$ cat src/rtl/snake_body_queue.sv
// snake_body_queue: circular buffer of snake segments. Checks each new head
// for self-collision, then sequences erase-tail / draw-head plot commands.
module snake_body_queue #(
    parameter int MAX_LEN  = 32,
    parameter int INIT_LEN = 3,
    parameter int INIT_X   = 80,
    parameter int INIT_Y   = 60,
    parameter int SEG_STEP = 4
) (
    input  logic       clk,
    input  logic       resetn,
    input  logic       step_valid,
    output logic       step_ready,
    input  logic [7:0] head_x,
    input  logic [6:0] head_y,
    input  logic       grow,
    output logic       cmd_valid,
    input  logic       cmd_ready,
    output logic [7:0] cmd_x,
    output logic [6:0] cmd_y,
    output logic       cmd_erase,
    output logic       done,
    output logic       collide,
    output logic [6:0] length
);
    localparam int PW = $clog2(MAX_LEN);
    localparam logic [PW-1:0] P_ONE = PW'(1);

    typedef enum logic [2:0] {
        S_IDLE,
        S_SCAN,
        S_ERASE,
        S_DRAW,
        S_COMMIT
    } state_t;

    state_t        r_state;
    state_t        w_next;
    logic [14:0]   r_mem [MAX_LEN];
    logic [PW-1:0] r_head_ptr;
    logic [PW-1:0] r_tail_ptr;
    logic [PW-1:0] r_scan_idx;
    logic [6:0]    r_length;
    logic [6:0]    r_scan_cnt;
    logic [7:0]    r_nh_x;
    logic [6:0]    r_nh_y;
    logic          r_nh_g;
    logic          r_hit;
    logic          r_done;
    logic          r_collide;
    logic [7:0]    r_cmd_x;
    logic [6:0]    r_cmd_y;
    logic          r_cmd_erase;

    logic [PW-1:0] w_head_nxt;
    logic [14:0]   w_nh;
    logic [14:0]   w_scan_ent;
    logic [14:0]   w_tail_ent;
    logic          w_hs;
    logic          w_first;
    logic          w_last;
    logic          w_match;
    logic          w_hit_any;

    function automatic logic [14:0] init_ent(input int k);
        if (k < INIT_LEN)
            return {8'(INIT_X - (INIT_LEN - 1 - k) * SEG_STEP), 7'(INIT_Y)};
        return '0;
    endfunction

    assign w_head_nxt = r_head_ptr + P_ONE;
    assign w_nh       = {r_nh_x, r_nh_y};
    assign w_scan_ent = r_mem[r_scan_idx];
    assign w_tail_ent = r_mem[r_tail_ptr];
    assign w_hs       = step_valid && step_ready;
    assign w_first    = (r_scan_cnt == r_length);
    assign w_last     = (r_scan_cnt == 7'd1);
    // The tail vacates on a non-grow step, so it cannot be hit.
    assign w_match    = (w_scan_ent == w_nh) && !(w_first && !r_nh_g);
    assign w_hit_any  = r_hit || w_match;

    always_ff @(posedge clk or negedge resetn) begin
        if (!resetn)
            r_state <= S_IDLE;
        else
            r_state <= w_next;
    end

    always_comb begin
        w_next = r_state;
        unique case (r_state)
            S_IDLE:   if (w_hs) w_next = S_SCAN;
            S_SCAN: begin
                if (w_last) begin
                    if (w_hit_any)   w_next = S_IDLE;
                    else if (r_nh_g) w_next = S_DRAW;
                    else             w_next = S_ERASE;
                end
            end
            S_ERASE:  if (cmd_ready) w_next = S_DRAW;
            S_DRAW:   if (cmd_ready) w_next = S_COMMIT;
            S_COMMIT: w_next = S_IDLE;
            default:  w_next = S_IDLE;
        endcase
    end

    always_comb begin
        step_ready = (r_state == S_IDLE) && !r_collide;
        cmd_valid  = (r_state == S_ERASE) || (r_state == S_DRAW);
    end

    always_ff @(posedge clk or negedge resetn) begin
        if (!resetn) begin
            for (int k = 0; k < MAX_LEN; k++)
                r_mem[k] <= init_ent(k);
        end else if (r_state == S_COMMIT) begin
            r_mem[w_head_nxt] <= w_nh;
        end
    end

    always_ff @(posedge clk or negedge resetn) begin
        if (!resetn) begin
            r_head_ptr  <= PW'(INIT_LEN - 1);
            r_tail_ptr  <= '0;
            r_length    <= 7'(INIT_LEN);
            r_scan_idx  <= '0;
            r_scan_cnt  <= '0;
            r_nh_x      <= '0;
            r_nh_y      <= '0;
            r_nh_g      <= 1'b0;
            r_hit       <= 1'b0;
            r_done      <= 1'b0;
            r_collide   <= 1'b0;
            r_cmd_x     <= '0;
            r_cmd_y     <= '0;
            r_cmd_erase <= 1'b0;
        end else begin
            r_done <= 1'b0;
            unique case (r_state)
                S_IDLE: begin
                    if (w_hs) begin
                        r_nh_x     <= head_x;
                        r_nh_y     <= head_y;
                        r_nh_g     <= grow && (r_length != 7'(MAX_LEN));
                        r_scan_idx <= r_tail_ptr;
                        r_scan_cnt <= r_length;
                        r_hit      <= 1'b0;
                    end
                end
                S_SCAN: begin
                    r_scan_idx <= r_scan_idx + P_ONE;
                    r_scan_cnt <= r_scan_cnt - 7'd1;
                    r_hit      <= w_hit_any;
                    if (w_last) begin
                        if (w_hit_any) begin
                            r_collide <= 1'b1;
                            r_done    <= 1'b1;
                        end else if (r_nh_g) begin
                            r_cmd_x     <= r_nh_x;
                            r_cmd_y     <= r_nh_y;
                            r_cmd_erase <= 1'b0;
                        end else begin
                            {r_cmd_x, r_cmd_y} <= w_tail_ent;
                            r_cmd_erase        <= 1'b1;
                        end
                    end
                end
                S_ERASE: begin
                    if (cmd_ready) begin
                        r_cmd_x     <= r_nh_x;
                        r_cmd_y     <= r_nh_y;
                        r_cmd_erase <= 1'b0;
                    end
                end
                S_COMMIT: begin
                    r_head_ptr <= w_head_nxt;
                    if (r_nh_g)
                        r_length <= r_length + 7'd1;
                    else
                        r_tail_ptr <= r_tail_ptr + P_ONE;
                    r_done <= 1'b1;
                end
                default: ;
            endcase
        end
    end

    assign cmd_x     = r_cmd_x;
    assign cmd_y     = r_cmd_y;
    assign cmd_erase = r_cmd_erase;
    assign done      = r_done;
    assign collide   = r_collide;
    assign length    = r_length;

endmodule

$ cat config.mk
export PLATFORM = sky130hd
export DESIGN_NAME = snake_body_queue
export DESIGN_NICKNAME = d
export VERILOG_FILES = /design/src/rtl/snake_body_queue.sv
export SDC_FILE = /design/constraint.sdc
export NUM_CORES = 1
export LEC_CHECK = 0
export CORE_ASPECT_RATIO = 0.7
export CORE_MARGIN = 2
export CORE_UTILIZATION = 55
export DETAILED_ROUTE_END_ITERATION = 10
export GPL_TIMING_DRIVEN = 0
export PLACE_DENSITY = 0.71
export SETUP_SLACK_MARGIN = 0.02
export SYNTH_ARGS = -nofsm -noshare
export SYNTH_HDL_FRONTEND = slang
export SYNTH_SLANG_ARGS = --single-unit
$ cat constraint.sdc
create_clock -name clk -period 5.6 [get_ports clk]
set_input_delay 0.84 -clock clk [delete_from_list [all_inputs] [get_ports clk]]
set_output_delay 0.84 -clock clk [all_outputs]
set_load 0.02 [all_outputs]
==> impl_metrics.csv <==
group,metric,value,unit
power,p_leak,14.5,nW
outcome,violations,"max-capacitance violations, negative setup slack",
synthesis,netlist_area,0.0290,sq mm
power,powerDensity,417,mW/mm^2
synthesis,postSynth.asyncResetShare,100,%
routing,drcViolationCount,0,
cells_and_area,final_cells,2816,
synthesis,synthTopCellsByCount,"525 x dfrtp_1, 488 x mux2_2, 240 x mux4_2",
synthesis,synth_cell_types,59,
cells_and_area,nets,2119,
run,max-cap-violations,1,
synthesis,synth_edf_count,0,
timing,fmaxAchievable,0.176,GHz
clock_tree,cts_setup_buffers,0,
routing,wl_per_cell,34.1,microns
floorplan,start_util,55.6,%
synthesis,synth-main-ff-cell,"dfrtp_1",
clock_tree,cts.path.max_buffers,3,
timing,worst_pin_slew,1.49,ns
timing,fin_crit_sh,101,%
floorplan,num_rows,70,
timing,finalSetupTns,-0.545,ns
placement,dp_hpwl,67.8,mm
clock_tree,clk_pin_slew,0.06,ns
floorplan,core,0.0521,sq mm
worst_setup_path,path_class,"reg2reg",
timing,setup_viol,9,
synthesis,syn_nets,2012,
synthesis,synth.area.top_cells,"dfrtp_1 45%, mux2_2 19%, mux4_2 19%, mux2i_1 2.7%, dfstp_2 2.0%",
clock_tree,cts-hold-fix-buffers,0,
worst_setup_path,required,6.08,ns
timing,holdWs,0.0413,ns
timing,rsz0062_at_grt,"false",
floorplan,ios,47,
timing,period_needed,5.67,ns
synthesis,synth-seq-cells,547,
floorplan,die_x,278,microns
cells_and_area,final_area,0.0324,sq mm
synthesis,seq_area_frac_synth,47.3,%
clock_tree,cts-buffers-inserted,54,
routing,routed_wl,96.1,mm
global_route,antenna_found_initial,2,
clock_tree,cts.sinks,547,
synthesis,avgSynthCellArea,14.6,sq um
worst_setup_path,arrival,6.15,ns
timing,slew_violations,0,
worst_setup_path,critical_path.max_fanout,10,
synthesis,synth_top_area_share,45.3,%
global_route,grt_pass1_vias,19800,
synthesis,netlist_instances,1981,
timing,hold_viol_final,0,
timing,max-slew-margin-rel,0.580,%
clock_tree,cts_tree,"yes",
clock_tree,clk_latency,0.62,ns
power,ir_drop,0.236,mV
routing,via_per_inst,7.06,
global_route,grt_max_degree,120,
placement,place_congestion,0.972,
synthesis,synthMostInstantiatedCell,"dfrtp_1",
outcome,outcome,"finished with violations",
cells_and_area,syn_to_final_growth,11.6,%
global_route,grt_remaining_overflow,0,
worst_setup_path,start_kind,"register",
synthesis,yosysTopAreaCell,"dfrtp_1",
cells_and_area,layout-drive-gt1-share,42.4,%
clock_tree,htree_levels,2,
routing,num_vias,19900,
timing,finClkSkew,0.0315,ns
power,total_power,13.5,mW
worst_hold_path,hp-class,"in2async",
global_route,grt_pass1_wl,139,mm
global_route,gr-usage-all-layers,35.6,%
routing,drt_first_pass_iters,5,
placement,port_buffers,46,
routing,drt_iter0_drc,2804,
synthesis,yosys_warnings,0,
placement,dp.cells,2716,
routing,ant_nets,0,
placement,placed_area,0.0305,sq mm
floorplan,fp.dieArea,0.0546,sq mm
timing,fin_ws,-0.0666,ns
floorplan,die_height,196,microns
worst_setup_path,worstSetupEndpointType,"register",
clock_tree,cts_root_buf,"clkbuf_16",
routing by layer:
| metal | wire length (microns) | track usage [%] | vias to the layer above |
|---|---|---|---|
| li1 | - | - | 7777 |
| met1 | 39400 | 51.1 | 10500 |
| met2 | 38600 | 47.8 | 1341 |
| met3 | 14600 | 17.0 | 214 |
| met4 | 3290 | 10.9 | 6 |
| met5 | 153 | 1.50 | - |
worst paths after layout:
check	from	to	slack (ns)	cells past startpoint
worst min register to register	collide	collide	0.50	1
worst max register to register	r_scan_idx[1]	cmd_x[0]	-0.07	12
max in group asynchronous	resetn	r_mem[201]	3.83	4
worst min-delay path	resetn	length[4]	0.04	1
min in group clk	collide	collide	0.50	1
worst max-delay path	r_scan_idx[1]	cmd_x[0]	-0.07	12
critical path, cell delays in order, from the launching register on:
cell	delay (ns)
dfrtp_1	0.37
buf_2	0.34
clkbuf_1	0.85
mux4_2	0.47
a22o_1	0.21
a2111oi_1	1.10
a21oi_1	0.23
xnor2_1	0.23
nand3_1	0.14
or4_4	0.61
a41oi_4	0.44
buf_12	0.21
mux2_4	0.30
power by group:
| group | leakage, nW | switching (mW) | internal [mW] |
|---|---|---|---|
| Combinational | 6.05 | 3.63 | 1.61 |
| Sequential | 7.50 | 0.185 | 4.21 |
| Clock | 0.925 | 1.64 | 2.22 |
| Total | 14.5 | 5.45 | 8.04 |
state kept, by name (all words and copies together), names as in the netlist, 3 cells and up:
signal      cells
cmd_x           8
cmd_y           7
length          7
r_nh_x          8
r_tail_ptr      5
r_state         3
r_scan_idx      5
r_mem         480
r_scan_cnt      7
r_nh_y          7
r_head_ptr      5
layout make-up:
class | instances | area (sq um)
Clock inverter | 22 | 255
Sequential cell | 547 | 13700
Fill cell | 3933 | 19800
Multi-Input combinational cell | 1219 | 14400
Clock buffer | 75 | 1600
Timing Repair Buffer | 51 | 603
Inverter | 11 | 41.3
Buffer | 204 | 910
Antenna cell | 3 | 7.51
Tap cell | 684 | 856
cells by family after synthesis:
| group | count (synthesis) | synth area share [%] |
|---|---|---|
| flip-flops | 547 | 47.3 |
| buffers and inverters | 215 | 3.21 |
| multiplexers | 816 | 40.8 |
| AO/OA/AOI/OAI | 158 | 3.97 |
| adder cells (fa/ha/maj) | 11 | 0.475 |
| XOR/XNOR | 36 | 1.11 |
| AND/OR/NAND/NOR | 198 | 3.11 |
through the flow:
step | util [%] | setup WS (ns)
4_1_cts | 62.0 | 0.0295
5_1_grt | 62.1 | 0.0813
2_1_floorplan | - | 2.04
6_report | 62.1 | -0.0666
3_3_place_gp | 58.2 | -20.09
3_5_place_dp | 58.4 | 0.0297
layout by cell type, fill, tap and decap left out, types with 6 or more instances in the layout:
cell type,count
mux2_2,488
clkinv_2,13
clkbuf_8,15
dfrtp_1,525
mux2i_1,78
inv_1,11
ha_1,11
a22o_1,12
nand4_1,6
o21ai_0,8
o221ai_1,16
nor2_1,43
mux4_2,240
xor2_1,12
mux2_4,9
buf_2,13
clkbuf_2,7
a21oi_1,52
clkdlybuf4s50_1,45
xnor2_1,23
nand3_1,11
o211ai_1,6
and2_1,9
nand2_1,96
clkbuf_1,140
clkbuf_16,55
a22oi_1,19
buf_1,34
o22ai_1,16
dfstp_2,22
what timing repair did:
| item | CTS | global route |
|---|---|---|
| setup endpoints to repair | 10 | 15 |
| resized for setup | 2 | 9 |
| endpoints found under the hold margin | 0 | 0 |
(Power assumes the default switching activity.)
